==> config.mk <==
export PLATFORM = sky130hd
export DESIGN_NAME = irq_ctl
export DESIGN_NICKNAME = d
export VERILOG_FILES = /design/src/rtl/irq_ctl.sv
export SDC_FILE = /design/constraint.sdc
export NUM_CORES = 1
export LEC_CHECK = 0
export BUFFER_PORTS_ARGS = -buffer_cell sky130_fd_sc_hd__buf_2
export CORE_MARGIN = 2
export CORE_UTILIZATION = 40
export CTS_CLUSTER_DIAMETER = 80
export CTS_CLUSTER_SIZE = 40
export DETAILED_ROUTE_END_ITERATION = 6
export GPL_TIMING_DRIVEN = 0
export PLACE_DENSITY_LB_ADDON = 0.3
export SETUP_SLACK_MARGIN = 0.3
export SLEW_MARGIN = 25
export SYNTH_ARGS = -nofsm -noshare
export SYNTH_HDL_FRONTEND = slang
export SYNTH_SLANG_ARGS = --single-unit
==> constraint.sdc <==
create_clock -name CLOCK -period 3.6 [get_ports CLOCK]
set_clock_uncertainty 0.15 [all_clocks]
set_input_delay 0.36 -clock CLOCK [delete_from_list [all_inputs] [get_ports CLOCK]]
set_output_delay 0.36 -clock CLOCK [all_outputs]
set_load 0.005 [all_outputs]
==> src/rtl/irq_ctl.sv <==
// irq_ctl: keyb/mouse/timer event strobes to toggle IRQ lines; per-source pending queue, ack by snooping ADDR for the source vector
module irq_ctl #(
  parameter int TIMER_DIV = 250000,
  parameter int QDEPTH_W  = 4
) (
  input  logic        CLOCK,
  input  logic        RESET,
  input  logic        KEYB_STB,
  input  logic        MOUSE_STB,
  input  logic        TIMER_EN,
  input  logic [15:0] ADDR,
  input  logic        OVF_CLR,
  output logic        IRQ_KEYB,
  output logic        IRQ_MOUSE,
  output logic        IRQ_TIMER,
  output logic [2:0]  BUSY,
  output logic [2:0]  OVERFLOW
);
  localparam logic [23:0] DIV_MAX = 24'(TIMER_DIV - 1);
  localparam logic [QDEPTH_W-1:0] CMAX = '1;
  logic [23:0] div_q, div_d;
  logic tmr_stb;
  logic [2:0] stb, ack, busy_q, busy_d, tog_q, tog_d, ovf_q, ovf_d;
  logic [QDEPTH_W-1:0] cnt_q [3];
  logic [QDEPTH_W-1:0] cnt_d [3];
  assign tmr_stb = TIMER_EN && div_q == DIV_MAX;
  assign div_d = (!TIMER_EN || tmr_stb) ? '0 : div_q + 24'd1;
  assign stb = {tmr_stb, MOUSE_STB, KEYB_STB};
  assign ack = {ADDR == 16'h0006, ADDR == 16'h0004, ADDR == 16'h0002};
  always_ff @(posedge CLOCK) begin
    if (RESET) begin
      div_q  <= '0;
      busy_q <= '0;
      tog_q  <= '0;
      ovf_q  <= '0;
      cnt_q  <= '{default: '0};
    end else begin
      div_q  <= div_d;
      busy_q <= busy_d;
      tog_q  <= tog_d;
      ovf_q  <= ovf_d;
      cnt_q  <= cnt_d;
    end
  end
  always_comb begin
    busy_d = busy_q;
    for (int c = 0; c < 3; c++)
      busy_d[c] = busy_q[c] ? !ack[c] : (stb[c] || cnt_q[c] != '0);
  end
  always_comb begin
    tog_d = tog_q;
    ovf_d = ovf_q;
    cnt_d = cnt_q;
    for (int c = 0; c < 3; c++) begin
      tog_d[c] = tog_q[c] ^ (!busy_q[c] && (stb[c] || cnt_q[c] != '0));
      cnt_d[c] = !busy_q[c] ? ((stb[c] || cnt_q[c] == '0) ? cnt_q[c] : cnt_q[c] - 1'b1)
               : (stb[c] && cnt_q[c] != CMAX) ? cnt_q[c] + 1'b1 : cnt_q[c];
      ovf_d[c] = (ovf_q[c] && !OVF_CLR) || (busy_q[c] && stb[c] && cnt_q[c] == CMAX);
    end
  end
  assign {IRQ_TIMER, IRQ_MOUSE, IRQ_KEYB} = tog_q;
  assign BUSY = busy_q;
  assign OVERFLOW = ovf_q;
endmodule

==> results list, run 1 <==
- The wire-length estimate of the detail-placed layout is approximately 3800 µm.
- Clock latency of the later-clocked register in the worst-skew pair: roughly 0.30 ns
* Areal power density over the cells: 606 mW/mm²
* Antenna cells: 0
* CP Data Arrival Time: between 2 and 2.5 ns
- Data required time of the worst path: 3.64 ns
- Synthesis inferred 45 register bits.
* Total number of H-tree levels: 2
- The startpoint identified for the worst hold timing path is ADDR[2].
- Proportion of synthesized chip area in sequential cells: 0.367
* Fraction of layout cells with a size suffix above 1: 0.156
- Number of gates resized after cts: 0
- The first detailed-routing pass ran for 4 iterations.
* Hold Crit Depth: 2
- Dividing the detail-routed wire length by the instance count gives 12.9 µm.
* Count of clock tree sinks: 45
- The die covers about 0.0068 mm².
* Class of the tightest hold or removal check: in2reg
- Setup slack on the worst reg-to-reg path comes out at about 1.3 ns.
* Leakage power figure: ~1.1 nW
- Floorplan die height: around 80 µm
- The path with the worst hold slack has its endpoint at BUSY[2].
- CTS tree: done
- Initial Utilization: 0.415
* Relative area change from synthesis to final layout: 15.2%
* Ratio of final minimum period to clock period: 0.626
* Kind of capture point of the worst setup path: flip-flop
- In this run the remaining antenna-violating nets after routing total 0.
* Syn_nets: roughly 320
* GR Util All Layers: 0.166
- Endpoints failing hold: 0
- Using the TritonRoute via totals, the vias-per-cell ratio works out to between 5 and 6.
- The synthesized netlist contains between 50 and 60 unique library cells.
- Cell at the root of the clock tree: clkbuf_8
* Count of max-cap constraint violations: 0
- For the worst flop-to-flop path, the logic depth is 5.
- I/O pin count: 31
- The routed design could run at a clock period as short as 2.25 ns.
- Number of antenna violations at the first check in global routing: 0
- For this run, the number of Yosys warnings is 0.
* Width of the chip: approximately 82 µm
* Clock transition at the register clock pins on the worst setup and hold paths after CTS: around 0.090 ns
- The congestion estimate from routability-driven global placement came to about 0.85.
- Fill cells in the final layout number 575.
- Number of port buffers: 29
- Actual slew at the worst max-slew pin: 0.824 ns
* Total overflow reported by the global router: 0
- In this run the critical register-to-register path is captured at div_q[3].
- Reg-to-reg startpoint: div_q[5]
* Final setup fails: 0
* Fin. max-slew vios: 0
- The worst setup path is launched from a flip-flop.
- Max Fanout on Critical Path: 10
* Drt total wl: 5090 µm
- Hold buffer count at cts: 0
* Prevailing post-synth register cell: dfxtp_1
- Total area of multi-input combinational cells: ~0.0015 mm²
* Worst slew margin relative to its limit: 0.447
- Post-synth EDFFs: 0
- The first global-routing pass estimated 8830 µm of wire.
- After synthesis the cells add up to roughly 0.0025 mm².
- Static timing analysis puts the maximum clock frequency at 444 MHz.
- Gate count after technology mapping: about 280
* Row cnt: 28
- The top cell types in the final layout, fill and taps aside, are dfxtp_1 (45), nor2_1 (37), buf_2 (30).
* Core footprint: 0.00592 mm²
- Setup repair after global routing missed its margin: false
* Critical path start-end classification: reg2reg
- For this run, asynchronously set or reset flops after synthesis account for 0.
- In the routed design, unresolved DRC markers number 0.
* Largest net degree at the start of global routing: 15
* Average cell area after synthesis: between 8 and 9 µm²
- The run finished with clean final reports.
* Maximum VDD drop: between 0.3 and 0.4 mV
* Sequential cell area: 901 µm²
- The final route contains between 2000 and 2500 vias.
* Via count of the first global-routing pass: approximately 2100
- After routing, the total negative slack on setup checks comes to 0 ns.
- Clock tree synthesis inserted a total of 5 buffers.
- In this run the post-CTS setup repair buffer count came out at 0.
* Maximum clock path buffer count: 2
- In the final design database the tool counted about 350 nets.
* Leading cell type in the layout, fill and taps excluded: dfxtp_1
- In this run, the number of DRC markers left after iteration 0 of detailed routing was 91.
- The tightest hold path in the finished design has a slack of around 0.15 ns.
-- worst max-delay path: stages, from the launching register on --
cell      delay [ns]
dfxtp_1         0.37
nor4_1          0.41
nand4_1         0.41
o311ai_4        0.49
buf_4           0.25
nor2_1          0.06
-- worst max path at each step --
stage	startpoint	end	slack, ns
final	div_q[5]	div_q[3]	1.35
after global routing	div_q[0]	BUSY[2]	1.15
after CTS	div_q[11]	div_q[3]	1.34
after detailed placement	div_q[11]	div_q[3]	1.38
after global placement	div_q[11]	div_q[3]	1.36
after floorplan	div_q[0]	cnt_q[3]	1.58
-- synth_stat cells, types with 2 or more instances --
library cell | count | area [µm²]
a211oi_1 | 2 | 15.0
a21o_1 | 3 | 22.5
a21oi_1 | 20 | 100
and2_1 | 3 | 18.8
and3_1 | 4 | 25.0
and4_1 | 5 | 43.8
buf_4 | 2 | 15.0
clkbuf_1 | 5 | 18.8
dfxtp_1 | 45 | 901
fa_1 | 3 | 60.1
ha_1 | 7 | 87.6
inv_1 | 12 | 45.0
mux2_2 | 3 | 33.8
mux2i_1 | 5 | 50.1
nand2_1 | 10 | 37.5
nand2b_1 | 2 | 12.5
nand3_1 | 8 | 40.0
nand4_1 | 15 | 93.8
nand4_4 | 2 | 42.5
nor2_1 | 37 | 139
nor2b_1 | 4 | 25.0
nor3_1 | 6 | 30.0
nor4_1 | 12 | 75.1
o2111ai_1 | 2 | 17.5
o211ai_1 | 3 | 22.5
o21ai_0 | 11 | 55.1
o311ai_0 | 2 | 17.5
or3_1 | 9 | 56.3
or4_1 | 2 | 15.0
xnor2_1 | 9 | 78.8
xor2_1 | 10 | 87.6
-- power by group --
group	switching (W)	internal, W	leakage [nW]
combinational	0.000309	0.000278	0.690
sequential	0.0000965	0.000579	0.367
clock	0.000175	0.000276	0.0681
-- metrics by stage --
| step | total power, W | std cells | setup slack [ns] | area (µm²) | utilization |
|---|---|---|---|---|---|
| 5_1_grt | 0.00184 | 395 | 1.15 | 2830 | 0.478 |
| 2_1_floorplan | 0.00112 | 283 | 1.58 | 2450 | - |
| 4_1_cts | 0.00173 | 395 | 1.34 | 2830 | 0.478 |
| 6_report | 0.00171 | 395 | 1.35 | 2830 | 0.478 |
| 3_5_place_dp | 0.00127 | 387 | 1.38 | 2690 | 0.455 |
| 3_3_place_gp | 0.00125 | 387 | 1.36 | 2690 | 0.455 |
-- layer usage --
| layer | up-vias | track usage | wire [µm] |
|---|---|---|---|
| met2 | 54 | 0.282 | 2400 |
| met4 | 0 | 0.0383 | 43 |
| met3 | 4 | 0.0457 | 224 |
| li1 | 1119 | - | - |
| met1 | 1029 | 0.208 | 2430 |
| met5 | - | 0 | 0 |
-- cell families (layout without fill, tap and decap cells) --
group | Yosys count | after routing | share of synthesized area
AO/OA/AOI/OAI | 54 | 54 | 0.146
buffers and inverters | 22 | 59 | 0.0377
adder cells (fa/ha/maj) | 10 | 10 | 0.0601
multiplexers | 8 | 8 | 0.0341
XOR/XNOR | 19 | 19 | 0.0678
AND/OR/NAND/NOR | 125 | 125 | 0.287
flip-flops | 45 | 45 | 0.367
-- state kept, by name, indices dropped and copies added, names as in the netlist --
name and cells:
div_q 24, tog_q 3, OVERFLOW 3, cnt_q 12, BUSY 3
-- final cells by class --
class                   count  share of cell area
plain buffers              10              0.0168
clock buffers               5              0.0243
clock inverters             3              0.0230
inverters                  12              0.0159
multi-input cells         216               0.517
flip-flops and latches     45               0.319
well taps                  75              0.0332
repair buffers             29              0.0513
No activity file was read; power rests on OpenSTA's default activity.
==> inputs of run 2 (changes only) <==
==> constraint.sdc (replaced) <==
create_clock -name CLOCK -period 2 [get_ports CLOCK]
set_clock_uncertainty 0.15 [all_clocks]
set_input_delay 0.2 -clock CLOCK [delete_from_list [all_inputs] [get_ports CLOCK]]
set_output_delay 0.2 -clock CLOCK [all_outputs]
set_load 0.005 [all_outputs]
==> run 2 against run 1 <==
Against the previous run:
- cell area is 23% higher
- flip-flop and latch count unchanged
- register-to-register slack got worse by 1.2 ns
- critical path type unchanged
- critical endpoint is now cnt_q[3]
- highest routed layer unchanged
==> results list, run 2 (synthesis gave the netlist of run 1 again) <==
- The post-place setup slack is -0.0651 ns (was 1.38 ns).
* Endpoints failing hold: 0 (unchanged)
- Gpl congestion: 0.828 (was 0.851)
- Maximum VDD drop: 0.674 mV (was 0.381 mV)
- The category of the critical setup timing path is reg2reg (unchanged).
* I/O pin count: 31 (unchanged)
- The path class of the lowest-slack min-delay path is in2reg (unchanged).
- The number of max-cap violations came to 0 (unchanged).
- Worst setup SP type: flip-flop (unchanged)
* Setup repair after global routing missed its margin: true (was false)
* Clock period minus final worst setup slack: 1.86 ns (was 2.25 ns)
* Cell class contributing the biggest share of worst-path delay: simple AND/OR/NAND/NOR gates (unchanged)
- The number of rows created at floorplan was 28 (unchanged).
* Antenna cells: 0 (unchanged)
* Result of the run: complete, no violations (unchanged)
- The proportion of layout cells with a drive suffix above 1 came to 0.444 (was 0.156).
* Total overflow reported by the global router: 0 (unchanged)
* Number of antenna violations at the first check in global routing: 0 (unchanged)
* Data required time of the worst path: 2.10 ns (was 3.64 ns)
- The aggregate routed wire length was 5980 µm (was 5090 µm).
- Area after detailed placement: 0.00283 mm² (was 0.00269 mm²)
- Overall die area: 0.00678 mm² (unchanged)
* Clock transition at the register clock pins on the worst setup and hold paths after CTS: 0.09 ns (about the same)
* Largest net degree at the start of global routing: 15 (unchanged)
* Areal power density over the cells: 1000 mW/mm² (was 606 mW/mm²)
- Leading cell type in the layout, fill and taps excluded: buf_2 (was dfxtp_1)
- Counting stages on the worst path, the most repeated cell is nand4_1.
- Cell at the root of the clock tree: clkbuf_8 (unchanged)
- HPWL after detailed placement: 3840 µm (was 3790 µm)
* Via count of the first global-routing pass: 2094 (was 2070)
- The number of antenna-violating nets in the routed design is 0 (unchanged).
- Most frequent cells in the layout: buf_2 (29), nor2_1 (25), buf_4 (22) (was dfxtp_1 (45), nor2_1 (37), buf_2 (30))
- The max-slew headroom at the worst pin is 0.673 (was 0.447).
* Final setup fails: 0 (unchanged)
* Maximum clock path buffer count: 2 (unchanged)
* Smallest hold slack: 0.0523 ns (was 0.155 ns)
- Max stage delay cell, worst path: or4_1 (was o311ai_4)
* Delay of the slowest critical-path stage: 0.49 ns (about the same)
- The number of pins with negative max-slew slack in the final report is 0 (unchanged).
- Pre-antenna DRT Iters: 4 (unchanged)
- The count of buffering cells on the critical path with inverters included came to 1 (unchanged).
* Flip-flop count of the largest register after layout: 24 (unchanged)
- Wirelength per Cell: 14.0 µm (was 12.9 µm)
* Relative area change from synthesis to final layout: 41.6% (was 15.2%)
- The count of clock tree sinks is 45 (unchanged).
- Final-layout setup total negative slack: 0 ns (unchanged)
- The number of vias per cell is 5.50 (was 5.58).
- The number of input and output port buffers inserted came to 29 (unchanged).
- DR vias: 2341 (was 2206)
- Core footprint: 0.00592 mm² (unchanged)
- The arrival time at the worst endpoint is 1.96 ns (was 2.30 ns).
- Final core utilization: 0.587 (was 0.478)
* GR Util All Layers: 0.173 (was 0.166)
- Clock latency of the later-clocked register in the worst-skew pair: 0.30 ns (about the same)
- The DRC violation total after the first TritonRoute iteration came to 99 (was 91).
- The highest achievable clock rate was 537 MHz (was 444 MHz).
* Count of nets after finishing: 382 (was 351)
* TritonCTS buffer count: 5 (unchanged)
- The cell leakage power is 1.35 nW (was 1.12 nW).
* Remaining design rule violation count: 0 (unchanged)
- Max Fanout on Critical Path: 2 (was 10)
- Actual slew at the worst max-slew pin: 0.490 ns (was 0.824 ns)
- The number of H-tree levels was 2 (unchanged).
* Width of the chip: 82.3 µm (unchanged)
* Kind of capture point of the worst setup path: flip-flop (unchanged)
- The register ranked first by flip-flop count is div_q (unchanged).
* Critical path, cell by cell: nor4b_4 > nand4_1 > buf_4 > or4_1 > nand4_1 (was nor4_1 > nand4_1 > o311ai_4 > buf_4 > nor2_1)
* Ratio of final minimum period to clock period: 0.931 (was 0.626)
- The effective utilization at floorplan was 0.415 (unchanged).
- Area of all placed cells without fillers: 0.00348 mm² (was 0.00283 mm²)
* Largest registers in the final layout: div_q x24, cnt_q x12 (unchanged)
- Wire length of the first global-routing pass: 9110 µm (was 8830 µm)
- Floorplan die height: 82.3 µm (unchanged)
* CTS tree: done (unchanged)
* Setup ws final: 0.139 ns (was 1.35 ns)
==> run 2: cell count changes in the layout (fill, tap and decap cells not counted), moves of 8 or more <==
cell	change
dfxtp_1	-25
dfxtp_4	+8
dfxtp_2	+17
a21oi_2	+13
a21oi_1	-13
nor2_2	+11
buf_4	+20
nor2_1	-12
buf_6	+12
==> run 2: stage by stage <==
| stage | power [W] | cells |
|---|---|---|
| CTS | 0.00333 | 417 |
| detailed placement | 0.00238 | 387 |
| global placement | 0.00235 | 387 |
| floorplan | 0.00212 | 283 |
| global route | 0.00373 | 426 |
| finish | 0.00348 | 426 |
==> run 2: what timing repair did <==
action,in CTS,in global routing
setup buffers,19,9
resized for setup,44,40
setup endpoints to repair,41,37
gates cloned,2,0
hold endpoints to repair,1,0
pin swaps,13,20
hold buffers,1,0
==> run 2: path summary, 6_finish.rpt <==
path	start	endpoint	slack (ns)	cells past startpoint
worst max-delay path	div_q[11]	cnt_q[3]	0.14	5
worst min-delay path	OVF_CLR	OVERFLOW[2]	0.05	4
worst min register to register	OVERFLOW[2]	OVERFLOW[2]	0.32	2
worst max register to register	div_q[11]	cnt_q[3]	0.14	5
==> run 2: layout make-up <==
type	instances	area [µm²]
inverters	12	55.1
plain buffers	10	75.1
fillers	511	2440
flip-flops and latches	45	952
clock buffers	6	72.6
clock inverters	2	35.0
repair buffers	60	414
multi-input cells	216	1780
well taps	75	93.8
==> run 2: where the power goes <==
group / leakage (nW) / switching (W) / internal, W
Combinational: 0.910 / 0.000713 / 0.000807
Clock: 0.0552 / 0.000315 / 0.000371
Sequential: 0.380 / 0.000213 / 0.00106
==> run 2: tightest hold or removal path, stage by stage <==
cell and delay [ns]:
buf_2 0.07, inv_1 0.07, nand2_1 0.07, a21oi_1 0.05
==> run 2: per-layer routing <==
metal / GRT usage / vias to the layer above / wire length [µm]
met3: 0.0402 / 2 / 245
met4: 0.0450 / 0 / 29
met1: 0.215 / 1110 / 2760
li1: - / 1190 / -
met5: 0 / - / 0
met2: 0.301 / 39 / 2950
